==> config.mk <==
export PLATFORM = sky130hd
export DESIGN_NAME = ram_portb_arbiter
export DESIGN_NICKNAME = d
export VERILOG_FILES = /design/src/rtl/ram_portb_arbiter.sv
export SDC_FILE = /design/constraint.sdc
export NUM_CORES = 1
export LEC_CHECK = 0
export ABC_AREA = 1
export BUFFER_PORTS_ARGS = -buffer_cell sky130_fd_sc_hd__buf_2
export CORE_ASPECT_RATIO = 0.75
export CORE_UTILIZATION = 50
export DETAILED_ROUTE_END_ITERATION = 10
export PLACE_DENSITY = 0.92
export SYNTH_ARGS = -nofsm -noshare
export SYNTH_HDL_FRONTEND = slang
export SYNTH_SLANG_ARGS = --single-unit
==> constraint.sdc <==
create_clock -name clk -period 5.5 [get_ports clk]
set_input_delay 1.1 -clock clk [delete_from_list [all_inputs] [get_ports clk]]
set_output_delay 1.1 -clock clk [all_outputs]
set_load 0.05 [all_outputs]
==> src/rtl/ram_portb_arbiter.sv <==
// Round-robin arbiter sharing RAM port B among CPU, display and DMA.
// Issues one registered RAM command per cycle and routes read data back.
module ram_portb_arbiter #(
   parameter int ADDR_W   = 10,
   parameter int DATA_W   = 16,
   parameter int READ_LAT = 1
) (
   input  logic                  clk,
   input  logic                  rst,
   input  logic [2:0]            req,
   input  logic [2:0]            we,
   input  logic [3*ADDR_W-1:0]   addr,
   input  logic [3*DATA_W-1:0]   wdata,
   output logic [2:0]            gnt,
   output logic [2:0]            rvalid,
   output logic [DATA_W-1:0]     rdata,
   output logic [ADDR_W-1:0]     ram_addr,
   output logic [DATA_W-1:0]     ram_data,
   output logic                  ram_we,
   input  logic [DATA_W-1:0]     ram_q
);

   typedef enum logic [1:0] {
      IDLE  = 2'd0,
      ISSUE = 2'd1,
      DRAIN = 2'd2
   } stateType;

   stateType state, stateNext;

   logic [2:0] elig;
   logic [1:0] ptr;
   logic [1:0] win;
   logic [1:0] nextPtr;
   logic       hasWin;
   logic [2:0] cand;

   logic                     issuedRead;
   logic [1:0]               issuedId;
   logic                     pipeBusy;
   logic [READ_LAT-1:0]      pipeV;
   logic [READ_LAT-1:0][1:0] pipeId;

   // Last cycle's winner is masked so a held req is not issued twice.
   always_comb begin
      elig   = req & ~gnt;
      hasWin = 1'b0;
      win    = ptr;
      cand   = 3'd0;
      for (int k = 0; k < 3; k++) begin
         cand = {1'b0, ptr} + 3'(k);
         if (cand >= 3'd3) cand = cand - 3'd3;
         if (!hasWin && elig[cand[1:0]]) begin
            hasWin = 1'b1;
            win    = cand[1:0];
         end
      end
      nextPtr = (win == 2'd2) ? 2'd0 : win + 2'd1;
   end

   always_ff @(posedge clk or negedge rst) begin
      if (!rst) begin
         gnt      <= 3'b000;
         ram_addr <= '0;
         ram_data <= '0;
         ram_we   <= 1'b0;
         ptr      <= 2'd0;
      end else if (hasWin) begin
         gnt      <= 3'b001 << win;
         ram_addr <= addr[win*ADDR_W +: ADDR_W];
         ram_data <= wdata[win*DATA_W +: DATA_W];
         ram_we   <= we[win];
         ptr      <= nextPtr;
      end else begin
         gnt    <= 3'b000;
         ram_we <= 1'b0;
      end
   end

   // The registered gnt stage is the head of the read-latency pipe.
   always_comb begin
      issuedRead = (|gnt) & ~ram_we;
      issuedId   = 2'd0;
      if (gnt[1]) issuedId = 2'd1;
      if (gnt[2]) issuedId = 2'd2;
      pipeBusy   = issuedRead | (|pipeV);
   end

   always_ff @(posedge clk or negedge rst) begin
      if (!rst) begin
         pipeV  <= '0;
         pipeId <= '0;
         rvalid <= 3'b000;
         rdata  <= '0;
      end else begin
         pipeV[0]  <= issuedRead;
         pipeId[0] <= issuedId;
         for (int k = 1; k < READ_LAT; k++) begin
            pipeV[k]  <= pipeV[k-1];
            pipeId[k] <= pipeId[k-1];
         end
         if (pipeV[READ_LAT-1]) begin
            rvalid <= 3'b001 << pipeId[READ_LAT-1];
            rdata  <= ram_q;
         end else begin
            rvalid <= 3'b000;
         end
      end
   end

   always_ff @(posedge clk or negedge rst) begin
      if (!rst) state <= IDLE;
      else      state <= stateNext;
   end

   always_comb begin
      stateNext = state;
      unique case (state)
         IDLE: begin
            if (|elig) stateNext = ISSUE;
         end
         ISSUE: begin
            if (|elig)         stateNext = ISSUE;
            else if (pipeBusy) stateNext = DRAIN;
            else               stateNext = IDLE;
         end
         DRAIN: begin
            if (|elig)          stateNext = ISSUE;
            else if (!pipeBusy) stateNext = IDLE;
         end
         default: stateNext = IDLE;
      endcase
   end

endmodule

=== Word level (Yosys, flattened, before mapping) ===
Index checks and enable logic that the tools add are counted.

* Add/sub/neg operators: 6
* Multiply operators: 1
* Order comparisons: 7
* Eq/ne operators: 1
* Shifts and indexed selects: 4
* Multiplexer cells: 23
* Bitwise operators: 4
* Reduce and logical (&&, ||, !) cells: 5

{| class="wikitable"
|+ Operator list
! cell !! number
|-
| 48-bit by 7-bit variable part select with 16-bit output || 1
|-
| 30-bit by 7-bit variable part select with 10-bit output || 1
|-
| 2-bit 2-to-1 mux || 8
|-
| 2-bit by 3-bit less-than comparator with 1-bit output (second input constant) || 4
|-
| 1-bit 2-to-1 mux || 9
|-
| 1-bit binary-select mux with 2-bit select || 4
|-
| 3-bit by 2-bit greater-or-equal comparator with 1-bit output (second input constant) || 2
|-
| 3-bit 2-to-1 mux || 2
|-
| 1-bit by 2-bit left shift with 3-bit output (first input constant) || 2
|-
| 2-bit subtractor (second input constant) || 3
|-
| 2-bit by 3-bit multiplier with 5-bit output (second input constant) || 1
|-
| 2-bit by 1-bit adder with 3-bit output (second input constant) || 1
|-
| 2-bit by 2-bit adder with 3-bit output (second input constant) || 1
|-
| 3-bit bitwise AND || 1
|-
| 3-bit inverter || 1
|-
| 3-bit OR reduction || 1
|-
| 2-bit by 1-bit adder with 2-bit output (second input constant) || 1
|-
| 2-bit == test (second input constant) || 1
|-
| 2-bit greater-or-equal comparator (second input constant) || 1
|-
| 1-bit logical AND || 2
|-
| 1-bit logical NOT || 2
|-
| 1-bit bitwise AND || 1
|-
| 1-bit inverter || 1
|}

* Register bits after elaboration: 54
* Bits of input ports: 102
* Output and inout bits: 49
* Word-level logic and storage cells: 60

=== Logic depth before layout (Yosys ltp) ===
* Depth in word-level cells: 14
* Gate-level depth with buffers: 17

=== Least setup slack after synthesis ===
Ideal clock, no wire load.

* Path type: in2reg
* From: in req[2]
* To: reg ram_data[10]
* Library setup time: 0.077 ns
* Data arrival time: 2.239 ns
* Required time: 5.423 ns
* Path slack: 3.184 ns
* Stages: 11
* Path buffers: 1
* Cells stage by stage: nand2_1 o21ai_1 nand2_4 nand3_4 inv_2 nand2_4 buf_2 nand3_1 nand2_1 nand2_1 a21oi_1

* Word-level cells in the longest chain between the ends: 11
* Elaborated cells between the ends (all ways): 18
* Those cells by class: 1 x shift; 12 x mux; 1 x bitwise; 4 x reduce/logical

{| class="wikitable"
|+ RTL lines
! element !! RTL line !! source
|-
| start: declaration || 10 || <nowiki>input logic [2:0] req,</nowiki>
|-
| 3-bit bitwise AND (*) || 46 || <nowiki>elig = req & ~gnt;</nowiki>
|-
| 1-bit binary-select mux with 2-bit select || 53 || <nowiki>if (!hasWin && elig[cand[1:0]]) begin</nowiki>
|-
| 1-bit 2-to-1 mux (not written as such) || 53 ||
|-
| 1-bit 2-to-1 mux || 53 ||
|-
| 1-bit logical NOT || 53 ||
|-
| 1-bit logical AND || 53 ||
|-
| 1-bit 2-to-1 mux || 53 ||
|-
| 1-bit logical NOT || 53 ||
|-
| 1-bit logical AND || 53 ||
|-
| 2-bit 2-to-1 mux || 53 ||
|-
| 48-bit by 7-bit variable part select with 16-bit output || 71 || <nowiki>ram_data <= wdata[win*DATA_W +: DATA_W];</nowiki>
|-
| end signal: assignment || 71 ||
|-
| end: declaration || 18 || <nowiki>output logic [DATA_W-1:0] ram_data,</nowiki>
|}

Mark *: on every way between the ends. The rest lies on a longest branch, timed or not. The select of a mux whose other input is x is not followed.
A chain may end at the register's enable or synchronous reset.

=== Final worst setup path ===
* From: in req[2]
* To: reg ram_we

* Word-level cells in the longest chain between the ends: 13
* Elaborated cells between the ends (all ways): 20
* Those cells by class: 15 x mux; 1 x bitwise; 4 x reduce/logical

{| class="wikitable"
|+ RTL lines
! element !! RTL line !! source
|-
| 3-bit bitwise AND (*) || 46 ||
|-
| 1-bit binary-select mux with 2-bit select || 53 ||
|-
| 1-bit 2-to-1 mux (not written as such) || 53 ||
|-
| 1-bit 2-to-1 mux || 53 ||
|-
| 1-bit logical NOT || 53 ||
|-
| 1-bit logical AND || 53 ||
|-
| 1-bit 2-to-1 mux || 53 ||
|-
| 1-bit logical NOT || 53 ||
|-
| 1-bit logical AND || 53 ||
|-
| 2-bit 2-to-1 mux || 53 ||
|-
| 1-bit binary-select mux with 2-bit select || 72 || <nowiki>ram_we <= we[win];</nowiki>
|-
| 1-bit 2-to-1 mux (not written as such) || 72 ||
|-
| 1-bit 2-to-1 mux (*) || 68 || <nowiki>end else if (hasWin) begin</nowiki>
|-
| end signal: assignment || 72 ||
|-
| end: declaration || 19 || <nowiki>output logic ram_we,</nowiki>
|}

Marked as above.

==> summary.md <==
| Metric | Value |
|---|---|
| Status | completed |
| CP bufs+invs | 2 |
| Top delay family on crit path | simple AND/OR/NAND/NOR gates |
| RSZ-0062 raised after global routing | false |
| I/O pin count | approximately 150 |
| Post-route clock period utilization | 0.5632 |
| Gate Count Post-Synth | 445 |
| Layout Skew | ~7.0 ps |
| Synthesis Warnings | 0 |
| HP Class | reg -> reg |
| Routed via count | approximately 3.3k |
| Post-DRT Antenna Nets | 0 |
| Clk buf depth | 2 |
| Mapped Area | 0.003148 sq mm |
| Maxcap violations | 0 |
| CP Launch Point | req[2] |
| CORE AREA | 0.005946 sq mm |
| Final #Nets | 683 |
| CTS buffer count | 5 |
| Worst skew pair latency | approximately 300 ps |
| Synth unique cells | 28 |
| Placer Congestion | around 0.84 |
| DR vias/cell | 5.052 |
| Max stage delay on crit path | approximately 610 ps |
| Cell mode on critical path | nand2_1 |
| Total GRT Usage | 0.2519 |
| Crit path kind | in -> reg |
| Minimum clock period | between 3000 and 4000 ps |
| Synth-to-Final Area Change | 24.92% |
| Stages on the worst setup path | 11 |
| Ant. Diodes | 0 |
| Die Width | around 94 um |
| Synth top area cells | dfrtp_1 43%, nand2_1 18%, nand3_1 10%, nor2_1 9.9%, a21oi_1 4.1% |
| First-pass GRT wire length | around 13 mm |
| Arr. time, crit path | 3290 ps |
| Hold Path Origin | gnt[2] |
| Final Max Slew Viols | 0 |
| TNS Setup | 0 ps |
| Clock slew at reported path FFs | 100 ps |
| Mean Syn Cell Area | between 7 and 8 sq um |
| Detail Placement HPWL | 5.886 mm |
| WL final | 8.133 mm |
| Initial Util | 0.5295 |
| DRC errors left | 0 |
| CTS Sinks | 54 |
| Largest net degree at the start of global routing | 58 |
| Hold buffer count at cts | 0 |
| Max Fclk | about 320 MHz |
| Post_cts resized | 0 |
| Final Hold Fails | 0 |
| Antenna violations before repair | 0 |
| Worst slew margin | 0.3742 |
| Chip Height | ~71 um |
| Crit. End Element | register |
| I/O Buffers | 150 |
| CTS tree | done |
| Share of the synthesized area in the top cell type | 0.4293 |
| H-tree depth | 2 |
| Share of cells above drive strength 1 | 0.3074 |
| Mean routed wirelength per cell | around 12 um |
| Reg2Reg Launch Point | ptr[1] |
| R2R cell count | 13 |
| First DRT Iteration DRCs | roughly 190 |
| Die area | 0.006620 sq mm |
| Setup repair bufs after CTS | 0 |
| First drt pass iteration count | 4 |
| Worst-path cell chain | buf_2 > nand2_1 > o21ai_0 > nand2_1 > nand2_1 > nor2_4 > inv_1 > nand2_1 > nor2_2 > nand2_1 > nand3_1 |
| Leading area contributor after synthesis | dfrtp_1 |
| Hold path depth | 0 |
| Seq/Total Area, Yosys | 0.4293 |
| FP Rows | 24 |
| Final setup viols | 0 |
| CTS Root Cell | clkbuf_8 |
| Worst Tran Pin Value | around 940 ps |
| Startpoint class of the critical path | input port |
| Mapped Nets | 550 |
| Vias in the first global route | ~3.0k |
| #FFs+latches synth | 54 |
| Worst-path maximum fanout | 32 |
| Overflow after GRT | 0 |
| Worst EP required | between 5000 and 6000 ps |
| Critical-path top delay cell | inv_1 |
| Reg2reg setup slack | about 2500 ps |
==> synth_stat cells, drive strengths merged <==
| cell | number |
|---|---|
| nand4 | 1 |
| nor3b | 1 |
| clkinv | 1 |
| o22ai | 1 |
| o21ai | 4 |
| buf | 19 |
| clkbuf | 6 |
| ha | 3 |
| dfrtp | 54 |
| a21oi | 26 |
| nor3 | 3 |
| a31oi | 1 |
| nand2 | 157 |
| nor2 | 85 |
| nand3 | 70 |
| inv | 13 |
==> state kept, by name, summed over array words and instances, names as in the netlist <==
register,flops
ptr,2
rvalid,3
ram_addr,10
ram_we,1
pipeId,2
pipeV,1
gnt,3
ram_data,16
rdata,16
==> final cells by class <==
| cell class | count | area [sq um] |
|---|---|---|
| repair buffers | 151 | 758.2 |
| clock buffers | 6 | 82.58 |
| fillers | 522 | 2013 |
| well taps | 78 | 97.59 |
| clock inverters | 2 | 16.27 |
| flip-flops and latches | 54 | 1351 |
| inverters | 14 | 52.55 |
| multi-input cells | 352 | 1574 |
==> logic make-up (layout without fill, tap and decap cells) <==
| group | Yosys count | after routing | synth area share |
|---|---|---|---|
| fa+ha+maj | 3 | 3 | 0.01192 |
| flops | 54 | 54 | 0.4293 |
| simple gates | 317 | 317 | 0.4364 |
| compound gates | 32 | 32 | 0.05167 |
| buf+inv | 39 | 173 | 0.07075 |
==> metrics by stage <==
step	area (sq um)	hold slack, ps	std cells	util	setup WS [ps]
6_report	3933	452.2	657	0.6614	2403
5_1_grt	3933	461.6	657	0.6614	2153
4_1_cts	3933	447.4	657	0.6614	2410
3_5_place_dp	3834	426.3	649	0.6448	2073
3_3_place_gp	3834	422.0	649	0.6448	2157
2_1_floorplan	3148	413.2	445	-	3184
==> cell usage in the layout, fill, tap and decap left out <==
master | Yosys | routed
nand3_2 | 3 | 3
nor2_2 | 1 | 1
o21ai_1 | 2 | 2
ha_1 | 3 | 3
nand2_2 | 4 | 4
nand2_8 | 1 | 1
inv_6 | 0 | 1
nor2_1 | 83 | 83
nor3_1 | 3 | 3
nand2_1 | 149 | 149
nand3_4 | 1 | 1
inv_2 | 5 | 5
o22ai_1 | 1 | 1
nor3b_1 | 1 | 1
buf_4 | 7 | 1
nand4_1 | 1 | 1
dfrtp_1 | 54 | 54
a31oi_1 | 1 | 1
nand3_1 | 66 | 66
clkinvlp_4 | 0 | 1
nand2_4 | 3 | 3
clkinv_1 | 1 | 1
o21ai_0 | 2 | 2
a21oi_1 | 26 | 26
inv_1 | 8 | 8
nor2_4 | 1 | 1
clkbuf_8 | 0 | 6
buf_2 | 4 | 150
==> final timing paths <==
check / end
max: ram_we
min in group asynchronous: rdata[2]
max reg2reg: ram_we
max in group asynchronous: ram_data[15]
min: pipeId[1]
min reg2reg: pipeId[1]
==> metal layers <==
layer | share of wire | track usage | wire, um | up-vias
met5 | 0 | 0 | 0 | -
met4 | 0.010 | 0.06325 | 83 | 0
met3 | 0.090 | 0.03978 | 729 | 12
met2 | 0.45 | 0.4257 | 3660 | 184
met1 | 0.45 | 0.3407 | 3659 | 1444
li1 | - | - | - | 1679
Power is not shown: default switching activity piles up to over one toggle a cycle in this logic, so the estimate is an artifact.
